### config.mk
export PLATFORM = sky130hd
export DESIGN_NAME = logic_unit_arbiter_16
export DESIGN_NICKNAME = d
export VERILOG_FILES = /design/src/rtl/logic_unit_arbiter_16.sv
export SDC_FILE = /design/constraint.sdc
export NUM_CORES = 1
export LEC_CHECK = 0
export ABC_AREA = 1
export BUFFER_PORTS_ARGS = -buffer_cell sky130_fd_sc_hd__buf_4
export CAP_MARGIN = 20
export CORE_MARGIN = 10
export CORE_UTILIZATION = 45
export CTS_CLUSTER_SIZE = 10
export DETAILED_ROUTE_END_ITERATION = 12
export PLACE_DENSITY_LB_ADDON = 0.1
export SLEW_MARGIN = 5
export SYNTH_ARGS = -nofsm -noshare
export SYNTH_HDL_FRONTEND = slang
export SYNTH_SLANG_ARGS = --single-unit
### constraint.sdc
create_clock -name i_clk -period 1.55 [get_ports i_clk]
set_input_delay 0.31 -clock i_clk [delete_from_list [all_inputs] [get_ports i_clk]]
set_output_delay 0.31 -clock i_clk [all_outputs]
set_load 0.005 [all_outputs]
### src/rtl/logic_unit_arbiter_16.sv
// Round-robin arbiter sharing one 16-bit AND/OR/XOR/NOR unit between two requesters.
// Define LOGIC_ARB_STATS_EN to add saturating per-requester grant counters.
module logic_unit_arbiter_16 #(
    parameter int W = 16
`ifdef LOGIC_ARB_STATS_EN
    ,
    parameter int CNT_W = 16
`endif
) (
    input  logic             i_clk,
    input  logic             i_reset,
    input  logic             i_req_0,
    input  logic             i_req_1,
    input  logic [1:0]       i_op_0,
    input  logic [1:0]       i_op_1,
    input  logic [W-1:0]     i_a_0,
    input  logic [W-1:0]     i_a_1,
    input  logic [W-1:0]     i_b_0,
    input  logic [W-1:0]     i_b_1,
    output logic             o_gnt_0,
    output logic             o_gnt_1,
    output logic             o_done_0,
    output logic             o_done_1,
    output logic [W-1:0]     o_result,
    output logic             o_busy
`ifdef LOGIC_ARB_STATS_EN
    ,
    output logic [CNT_W-1:0] o_gnt_cnt_0,
    output logic [CNT_W-1:0] o_gnt_cnt_1
`endif
);

    localparam logic [1:0] ST_IDLE = 2'd0;
    localparam logic [1:0] ST_EXEC = 2'd1;
    localparam logic [1:0] ST_RESP = 2'd2;

    logic [1:0]   r_state;
    logic         r_owner;
    logic         r_last_owner;
    logic [1:0]   r_op;
    logic [W-1:0] r_a;
    logic [W-1:0] r_b;
    logic [W-1:0] r_result;
    logic         r_gnt_0;
    logic         r_gnt_1;
    logic         r_done_0;
    logic         r_done_1;

    logic         w_any_req;
    logic         w_pick_1;
    logic [W-1:0] w_func;

    // Requester 1 wins when alone, or when both ask and 0 was served last.
    assign w_any_req = i_req_0 | i_req_1;
    assign w_pick_1  = i_req_1 & (~i_req_0 | ~r_last_owner);

    always_comb begin
        w_func = '0;
        case (r_op)
            2'b00:   w_func = r_a & r_b;
            2'b01:   w_func = r_a | r_b;
            2'b10:   w_func = r_a ^ r_b;
            default: w_func = ~(r_a | r_b);
        endcase
    end

    always_ff @(posedge i_clk) begin
        if (i_reset) begin
            r_state      <= ST_IDLE;
            r_owner      <= 1'b0;
            r_last_owner <= 1'b1;
            r_op         <= 2'b00;
            r_a          <= '0;
            r_b          <= '0;
            r_result     <= '0;
            r_gnt_0      <= 1'b0;
            r_gnt_1      <= 1'b0;
            r_done_0     <= 1'b0;
            r_done_1     <= 1'b0;
        end else begin
            case (r_state)
                ST_IDLE: begin
                    r_done_0 <= 1'b0;
                    r_done_1 <= 1'b0;
                    if (w_any_req) begin
                        r_owner <= w_pick_1;
                        r_op    <= w_pick_1 ? i_op_1 : i_op_0;
                        r_a     <= w_pick_1 ? i_a_1  : i_a_0;
                        r_b     <= w_pick_1 ? i_b_1  : i_b_0;
                        r_gnt_0 <= ~w_pick_1;
                        r_gnt_1 <= w_pick_1;
                        r_state <= ST_EXEC;
                    end
                end
                ST_EXEC: begin
                    r_result <= w_func;
                    r_done_0 <= ~r_owner;
                    r_done_1 <= r_owner;
                    r_state  <= ST_RESP;
                end
                ST_RESP: begin
                    r_last_owner <= r_owner;
                    r_gnt_0      <= 1'b0;
                    r_gnt_1      <= 1'b0;
                    r_done_0     <= 1'b0;
                    r_done_1     <= 1'b0;
                    r_state      <= ST_IDLE;
                end
                default: begin
                    r_gnt_0  <= 1'b0;
                    r_gnt_1  <= 1'b0;
                    r_done_0 <= 1'b0;
                    r_done_1 <= 1'b0;
                    r_state  <= ST_IDLE;
                end
            endcase
        end
    end

    assign o_gnt_0  = r_gnt_0;
    assign o_gnt_1  = r_gnt_1;
    assign o_done_0 = r_done_0;
    assign o_done_1 = r_done_1;
    assign o_result = r_result;
    assign o_busy   = (r_state != ST_IDLE);

`ifdef LOGIC_ARB_STATS_EN
    logic [CNT_W-1:0] r_gnt_cnt_0;
    logic [CNT_W-1:0] r_gnt_cnt_1;

    // Counters bump once per completed operation and stick at all-ones.
    always_ff @(posedge i_clk) begin
        if (i_reset) begin
            r_gnt_cnt_0 <= '0;
            r_gnt_cnt_1 <= '0;
        end else if (r_state == ST_RESP) begin
            if (!r_owner && (r_gnt_cnt_0 != {CNT_W{1'b1}}))
                r_gnt_cnt_0 <= r_gnt_cnt_0 + 1'b1;
            if (r_owner && (r_gnt_cnt_1 != {CNT_W{1'b1}}))
                r_gnt_cnt_1 <= r_gnt_cnt_1 + 1'b1;
        end
    end

    assign o_gnt_cnt_0 = r_gnt_cnt_0;
    assign o_gnt_cnt_1 = r_gnt_cnt_1;
`endif

endmodule

== Word level (Yosys, flattened, before mapping) ==
Index checks and enable logic that the tools add are counted.

* Bits in registers: 58
* Output and inout bits: 21
* Word-level logic and storage cells: 44
* Bits of input ports: 72

* Bitwise logic cells: 12
* Equal/unequal tests: 5
* Mux-type cells: 10
* Reductions and logical operators: 6

{| class="wikitable"
|+ Operators with widths
! cell !! number
|-
| 16-bit case mux with 3 select lines || 1
|-
| 16-bit 2-to-1 mux || 2
|-
| 16-bit bitwise AND || 1
|-
| 16-bit NOT || 1
|-
| 16-bit OR || 1
|-
| 16-bit XOR || 1
|-
| 1-bit NOT || 5
|-
| 2-bit by 1-bit == test with 1-bit output (second input constant) || 2
|-
| 2-bit == test (second input constant) || 2
|-
| 2-bit zero test || 2
|-
| 2-bit 2-to-1 mux || 2
|-
| 1-bit case mux with 2 select lines || 2
|-
| 2-bit case mux with 2 select lines || 1
|-
| 2-bit AND reduction || 2
|-
| 1-bit 2-to-1 mux || 2
|-
| 2-bit inequality test (second input constant) || 1
|-
| 1-bit OR || 2
|-
| 2-bit nonzero test || 1
|-
| 2-bit OR reduction || 1
|-
| 1-bit bitwise AND || 1
|}

== Depth between registers and ports, before layout ==
Gate-level depths: netlist of run 1.

* Depth in word-level cells: 6
* Mapped depth: 8
* Depth with buffers taken out: 7

== Worst setup path before layout of run 1 ==
Ideal clock, no wire load.

* Path type: register to register
* Start point: register r_a[8]
* End point: register r_result[8] (netlist: o_result[8])
* Buffers on the path: 0
* Clock period less this slack: 1065 ps
* Slack: 485 ps
* Required time: 1430 ps
* Setup time: 120 ps
* Arrival time: 945 ps
* Cell stages (with the launch flop): 7
* Path through: dfxtp_1 -> inv_1 -> ha_1 -> o21ai_0 -> nand3_1 -> nand2_1 -> a21oi_2

* Word-level cells in the longest chain between the ends: 3
* Elaborated cells between the ends (all ways): 5
* Classes of those cells: 1 x mux; 4 x bitwise

{| class="wikitable"
|+ Ends and longest elaborated chain
! item !! line !! source
|-
| start, declared || 41 || <nowiki>logic [W-1:0] r_a;</nowiki>
|-
| start signal, assigned || 88 || <nowiki>r_a <= w_pick_1 ? i_a_1 : i_a_0;</nowiki>
|-
| 16-bit OR || 61, 63 ||
|-
| 16-bit NOT || 63 || <nowiki>default: w_func = ~(r_a | r_b);</nowiki>
|-
| 16-bit case mux with 3 select lines * || 59 || <nowiki>case (r_op)</nowiki>
|-
| end signal, assigned || 96 || <nowiki>r_result <= w_func;</nowiki>
|-
| end, declared || 43 || <nowiki>logic [W-1:0] r_result;</nowiki>
|}

Mark *: on every way between the ends. The rest lies on a longest branch, timed or not.
A chain may end at the register's enable or synchronous reset.

== Worst setup path after layout of run 1 ==
* Start point: register r_state[0]
* End point: register r_b[11]

* Word-level cells in the longest chain between the ends: 2

{| class="wikitable"
|+ Ends and longest elaborated chain
! item !! line !! source
|-
| start, declared || 37 || <nowiki>logic [1:0] r_state;</nowiki>
|-
| start signal, assigned || 69 || <nowiki>r_state <= ST_IDLE;</nowiki>
|-
| start signal, assigned || 92 || <nowiki>r_state <= ST_EXEC;</nowiki>
|-
| start signal, assigned || 99 || <nowiki>r_state <= ST_RESP;</nowiki>
|-
| 2-bit zero test || 81 || <nowiki>case (r_state)</nowiki>
|-
| 2-bit AND reduction (no source line) || -- ||
|-
| end signal, assigned || 89 || <nowiki>r_b <= w_pick_1 ? i_b_1 : i_b_0;</nowiki>
|-
| end, declared || 42 || <nowiki>logic [W-1:0] r_b;</nowiki>
|}

Every way passes these cells.

==> flow_summary_export.csv, run 1 <==
group,metric,value,unit
power,powerDensity,968,nW/µm²
global_route,grt_use_total,0.161,
timing,worst_slew_pin_slew,0.426,ns
timing,relSlewSlack,0.715,
logic_synthesis,synth_top_family_by_area,"simple AND/OR/NAND/NOR gates",
logic_synthesis,synth-seq-cells,58,
worst_setup_path,critPathMaxFanout,31,
logic_synthesis,synth.area.mux_share,0,
worst_setup_path,cp_cell_sequence,"inv_1, nand2_2, nor2_8, buf_12, nand2_1, a21oi_1, nor2_1",
worst_setup_path,critPathKind,"reg2reg",
routing,drtIter0Drc,104,
final_layout,utilization,0.604,
floorplanning,coreArea,7330,µm²
timing,finalHoldViolCount,0,
clocking,cts.sinks,58,
power,seqPwrFrac,0.410,
worst_setup_path,arrival,1.63,ns
timing,drv_slew,0,
clocking,postCtsSetupBuffers,0,
worst_setup_path,cp-start-kind,"flop",
routing,wire_per_inst,13.4,µm
worst_setup_path,critPathBufInv,2,
logic_synthesis,yosys-top-cells-area,"dfxtp_1, nand2_1, ha_1",
clocking,path_clk_slew,0.07,ns
timing,max_clock_freq,712,MHz
routing,via_per_inst,4.84,
clocking,cts_hold_buf,0,
power,combinationalPowerShare,0.254,
routing,vias,3347,
final_layout,nFillCells,726,
logic_synthesis,synth_compound_area_frac,0.177,
logic_synthesis,synth_edf_count,0,
global_route,grt_remaining_overflow,0,
floorplanning,start_util,0.470,
timing,tns,0,ns
logic_synthesis,synth_area_per_cell,6.89,µm²
logic_synthesis,yosys.area_share.simple,0.249,
logic_synthesis,ys_types,22,
timing,period_needed,1.40,ns
clocking,cts_tree,"yes",
final_layout,nets,691,
logic_synthesis,yosysSeqAreaShare,0.337,
timing,setup_viol_count_final,0,
global_route,grt_pass1_wl,15.3,mm
timing,worst_slack,0.146,ns
floorplanning,die-area,11600,µm²
floorplanning,ios,93,
power,netSwitchingFraction,0.312,
global_route,antenna_found_initial,0,
timing,rsz0062_at_grt,"no",
logic_synthesis,syn_area,3440,µm²
worst_setup_path,required,1.78,ns
worst_setup_path,crit_path_max_incr_delay,0.32,ns
clocking,cts.path.max_buffers,2,
power,internal_power,0.00295,W
floorplanning,die_h,107,µm
routing,drc,0,
logic_synthesis,synth_commonest_cells,"nand2_1, a21oi_1, dfxtp_1",
power,p_switching,0.00134,W
clocking,cts_root_buffer,"clkbuf_8",
timing,fin_crit_sh,0.906,
logic_synthesis,synth_top_area_frac,0.337,
worst_hold_path,hp-start,"i_b_0[12]",
worst_setup_path,slowest_stage,"dfxtp_1",
final_layout,area_growth,28.6,%
logic_synthesis,synthAdderAreaFrac,0.116,
power,clkPwrFrac,0.336,
logic_synthesis,syn_inst,500,
clocking,htreeDepth,3,
logic_synthesis,synth-async-reset-ratio,0,
routing,dr.pass1.iters,4,
logic_synthesis,synth_xor_area_frac,0,
status,status,"finished, final reports clean",
clocking,cts_made_buffers,9,
routing,wl,9.23,mm
placed_design,gp_congestion,0.846,
worst_setup_path,cp-startpoint,"r_state[0]",
placed_design,io_buffers,92,
final_layout,diodes,0,
logic_synthesis,synth.most_common_cell,"nand2_1",
routing,ant_nets,0,
floorplanning,num_rows,31,
power,power,0.00429,W
clocking,cts_resized,0,
worst_setup_path,endpoint_kind,"flop",
placed_design,pre_cts_ws,0.156,ns
power,ir_drop,0.476,mV
logic_synthesis,syn_nets,604,
run,maxCapViolCount,0,
logic_synthesis,synth_area_leader_cell,"dfxtp_1",
clocking,clkLatencyLatePin,0.34,ns
global_route,grt_pass1_vias,3302,
placed_design,dp_hpwl,6.91,mm
power,p_leak,2.18,nW
worst_hold_path,min_path_type,"in2reg",
logic_synthesis,ys_warn_count,0,
global_route,grt_max_degree,32,
final_layout,drive_gt1_frac,0.231,
floorplanning,die_w,107,µm
timing,fin_skew,0.00697,ns
worst_setup_path,timing.rr.start,"r_state[0]",
worst_setup_path,path_delay_family,"simple AND/OR/NAND/NOR gates",
logic_synthesis,synth_flop_cell,"dfxtp_1",
==> worst min-delay path, delay by kind of cell <==
kind | cells | cell delay, ns
buffers and inverters | 1 | 0.08
AND/OR/NAND/NOR | 1 | 0.06
AO/OA/AOI/OAI | 1 | 0.05
==> layout make-up <==
cell class | instances | area (µm²) | area share
clock inverters | 5 | 52.6 | 0.0119
multi-input cells | 355 | 1870 | 0.422
well taps | 99 | 124 | 0.0280
clock buffers | 11 | 151 | 0.0342
inverters | 57 | 214 | 0.0483
repair buffers | 106 | 858 | 0.194
flip-flops and latches | 58 | 1160 | 0.262
==> final timing paths <==
check | to | slack [ns] | cells after the start
setup reg to reg | r_b[11] | 0.15 | 7
setup / recovery | r_b[11] | 0.15 | 7
hold reg to reg | o_result[4] | 0.47 | 2
hold / removal | r_b[12] | 0.18 | 3
==> per-layer routing <==
metal,vias up,part of all wire,global-route usage
li1,1779,-,-
met1,1470,0.47,0.196
met4,0,0.019,0.0553
met3,14,0.075,0.0623
met5,-,0,0
met2,84,0.43,0.252
==> sequential cells by signal, indices dropped and copies added, names as in the netlist <==
signal / count
o_result: 16
r_state: 2
o_done_1: 1
r_op: 2
r_a: 16
r_owner: 1
r_b: 16
o_gnt_1: 1
o_gnt_0: 1
r_last_owner: 1
o_done_0: 1
==> stage by stage <==
step           hold WS [ns]  instances  instance area [µm²]
6_report              0.183        691                 4430
5_1_grt               0.188        691                 4430
4_1_cts               0.182        691                 4430
3_5_place_dp          0.456        675                 4230
3_3_place_gp          0.452        675                 4230
2_1_floorplan         0.441        500                 3440
==> layout by cell type, fill, tap and decap left out, types with 5 or more instances in the layout <==
| cell | count |
|---|---|
| inv_2 | 5 |
| nand3_1 | 35 |
| nor2_1 | 35 |
| o21ai_0 | 52 |
| ha_1 | 32 |
| buf_12 | 5 |
| buf_4 | 101 |
| nand2_1 | 126 |
| inv_1 | 52 |
| dfxtp_1 | 58 |
| clkbuf_8 | 11 |
| a21oi_1 | 60 |
==> power by group through the flow <==
stage	logic, W	registers [W]	clock network [W]
2_1_floorplan	0.000728	0.00175	0
3_3_place_gp	0.00107	0.00178	0
3_5_place_dp	0.00109	0.00179	0
4_1_cts	0.00110	0.00176	0.00146
5_1_grt	0.00126	0.00178	0.00152
6_report	0.00109	0.00176	0.00144
==> logic make-up after synthesis <==
kind of cell / Yosys count
flops: 58
compound gates: 119
fa+ha+maj: 32
buf+inv: 87
simple gates: 204
Note: power is estimated with default switching activity, not from simulation.
==> run 2, diff against run 1 <==
--- a/config.mk
+++ b/config.mk
@@ -8,8 +8,10 @@
 export ABC_AREA = 1
 export BUFFER_PORTS_ARGS = -buffer_cell sky130_fd_sc_hd__buf_4
 export CAP_MARGIN = 20
+export CELL_PAD_IN_SITES_DETAIL_PLACEMENT = 0
+export CELL_PAD_IN_SITES_GLOBAL_PLACEMENT = 1
 export CORE_MARGIN = 10
-export CORE_UTILIZATION = 45
+export CORE_UTILIZATION = 37
 export CTS_CLUSTER_SIZE = 10
 export DETAILED_ROUTE_END_ITERATION = 12
 export PLACE_DENSITY_LB_ADDON = 0.1
==> run 2 against run 1 <==
  * Flip-flop and latch count stayed put
  * Worst setup slack improved by 0.020 ns
  * Combinational power decreased by 4%
  * Register-to-register slack better by 0.02 ns
  * Clock skew about the same
  * Die area grew 17%
  * Clock-buffer cell count is 1 lower
  * Fmax up 1.5%
  * Power down 2.0%
  * Non-clock buffer count fell by 5
  * Clock power shrank 3%
  * Routed wire length increased by 4.5%
  * Critical endpoint is now o_result[14]
  * Largest cell class unchanged
  * Largest power group unchanged
==> flow_summary_export.csv, run 2 (same netlist as run 1, synthesis figures left out) <==
group,metric,value,unit
worst_setup_path,crit_path_max_incr_delay,0.57,ns
routing,drc,0,
final_layout,multi_input_area,1870,µm²
final_layout,nFillCells,957,
final_layout,nets,686,
global_route,grt_max_degree,71,
routing,wire_per_inst,13.8,µm
power,power,0.00421,W
worst_setup_path,cp-start-kind,"flop",
global_route,grt_pass1_vias,3140,
final_layout,seq_area,1160,µm²
floorplanning,die_h,116,µm
final_layout,area_growth,26.2,%
final_layout,diodes,0,
clocking,cts.sinks,58,
timing,worst_slack,0.166,ns
run,maxCapViolCount,0,
worst_setup_path,arrival,1.62,ns
worst_setup_path,path_delay_family,"flip-flops",
routing,vias,3313,
final_layout,final_cell_mix,"nand2_1, buf_4, a21oi_1",
placed_design,gp_congestion,0.761,
clocking,postCtsSetupBuffers,0,
final_layout,fin_cells,697,
routing,ant_nets,0,
clocking,cts_hold_buf,0,
worst_setup_path,slowest_stage,"dfxtp_1",
clocking,cts.path.max_buffers,2,
power,ir_drop,0.463,mV
worst_hold_path,min_path_type,"in2reg",
clocking,path_clk_slew,0.07,ns
routing,drtIter0Drc,201,
timing,max_clock_freq,723,MHz
global_route,grt_remaining_overflow,0,
timing,period_needed,1.38,ns
floorplanning,die-area,13600,µm²
clocking,htreeDepth,3,
final_layout,drive_gt1_frac,0.224,
global_route,grt_pass1_wl,15.4,mm
timing,fin_skew,0.00682,ns
worst_setup_path,critPathMaxFanout,16,
floorplanning,num_rows,35,
routing,via_per_inst,4.75,
clocking,cts_root_buffer,"clkbuf_8",
timing,fin_crit_sh,0.893,
placed_design,pre_cts_ws,0.162,ns
global_route,antenna_found_initial,0,
placed_design,io_buffers,92,
timing,relSlewSlack,0.609,
global_route,grt_use_total,0.143,
timing,tns,0,ns
floorplanning,start_util,0.376,
timing,setup_viol_count_final,0,
final_layout,fin_area,4350,µm²
worst_setup_path,cp_cell_sequence,"nand2_1, inv_2, a21oi_1, nand2_1, a21oi_1",
power,powerDensity,967,nW/µm²
power,p_leak,2.13,nW
timing,worst_slew_pin_slew,0.586,ns
clocking,cts_resized,0,
floorplanning,coreArea,9150,µm²
floorplanning,ios,93,
status,status,"finished, final reports clean",
timing,rsz0062_at_grt,"no",
worst_setup_path,critPathKind,"reg2reg",
placed_design,dpl-instance-area,4150,µm²
clocking,clkLatencyLatePin,0.35,ns
worst_setup_path,critPathBufInv,1,
timing,finalHoldViolCount,0,
routing,wl,9.65,mm
worst_setup_path,required,1.78,ns
floorplanning,die_w,116,µm
final_layout,layout_commonest_cell,"nand2_1",
clocking,cts_tree,"yes",
timing,drv_slew,0,
placed_design,dpl.cell_count,682,
placed_design,dp_hpwl,6.91,mm
routing,dr.pass1.iters,4,
clocking,cts_made_buffers,9,
worst_setup_path,endpoint_kind,"flop",
==> run 2: cell count changes in the layout (fill, tap and decap cells not counted) <==
cell,previous run,this run
clkinvlp_4,1,2
clkbuf_8,11,10
clkinv_2,3,2
buf_12,5,1
buf_4,101,100
==> run 2: area by class of cell <==
cell class                 count  share of cell area
inverter                      57              0.0492
multi-input combinational    355               0.430
timing repair buffer         101               0.177
tap                          111              0.0320
clock buffer                  10              0.0317
sequential                    58               0.267
clock inverter                 5              0.0127
==> run 2: through the flow <==
step	util	hold WS, ns
2_1_floorplan	-	0.441
3_3_place_gp	0.454	0.453
3_5_place_dp	0.454	0.460
4_1_cts	0.475	0.177
5_1_grt	0.475	0.180
6_report	0.475	0.183
==> run 2: report_power, final <==
| part | internal, W | switching [W] |
|---|---|---|
| clock | 0.000770 | 0.000625 |
| sequential | 0.00164 | 0.000128 |
| combinational | 0.000457 | 0.000589 |
| total | 0.00286 | 0.00134 |
==> run 2: final timing paths <==
| check | startpoint | cells after the start | to | slack (ns) |
|---|---|---|---|---|
| worst min-delay path | i_b_0[3] | 3 | r_b[3] | 0.18 |
| worst min register to register | o_result[14] | 2 | o_result[14] | 0.47 |
| worst max-delay path | r_op[0] | 5 | o_result[14] | 0.17 |
| worst max register to register | r_op[0] | 5 | o_result[14] | 0.17 |
==> run 2: metal layers <==
layer,up-vias,GRT usage,wire length [µm]
met4,0,0.0525,121
met5,-,0,0
met2,76,0.219,4250
met3,8,0.0406,611
met1,1472,0.187,4670
li1,1757,-,-
==> run 2: worst reg2reg max path, delay by kind of cell (launching register included) <==
kind | cells | cell delay [ns]
flip-flops | 1 | 0.57
buffers and inverters | 1 | 0.27
AO/OA/AOI/OAI | 2 | 0.18
AND/OR/NAND/NOR | 2 | 0.25
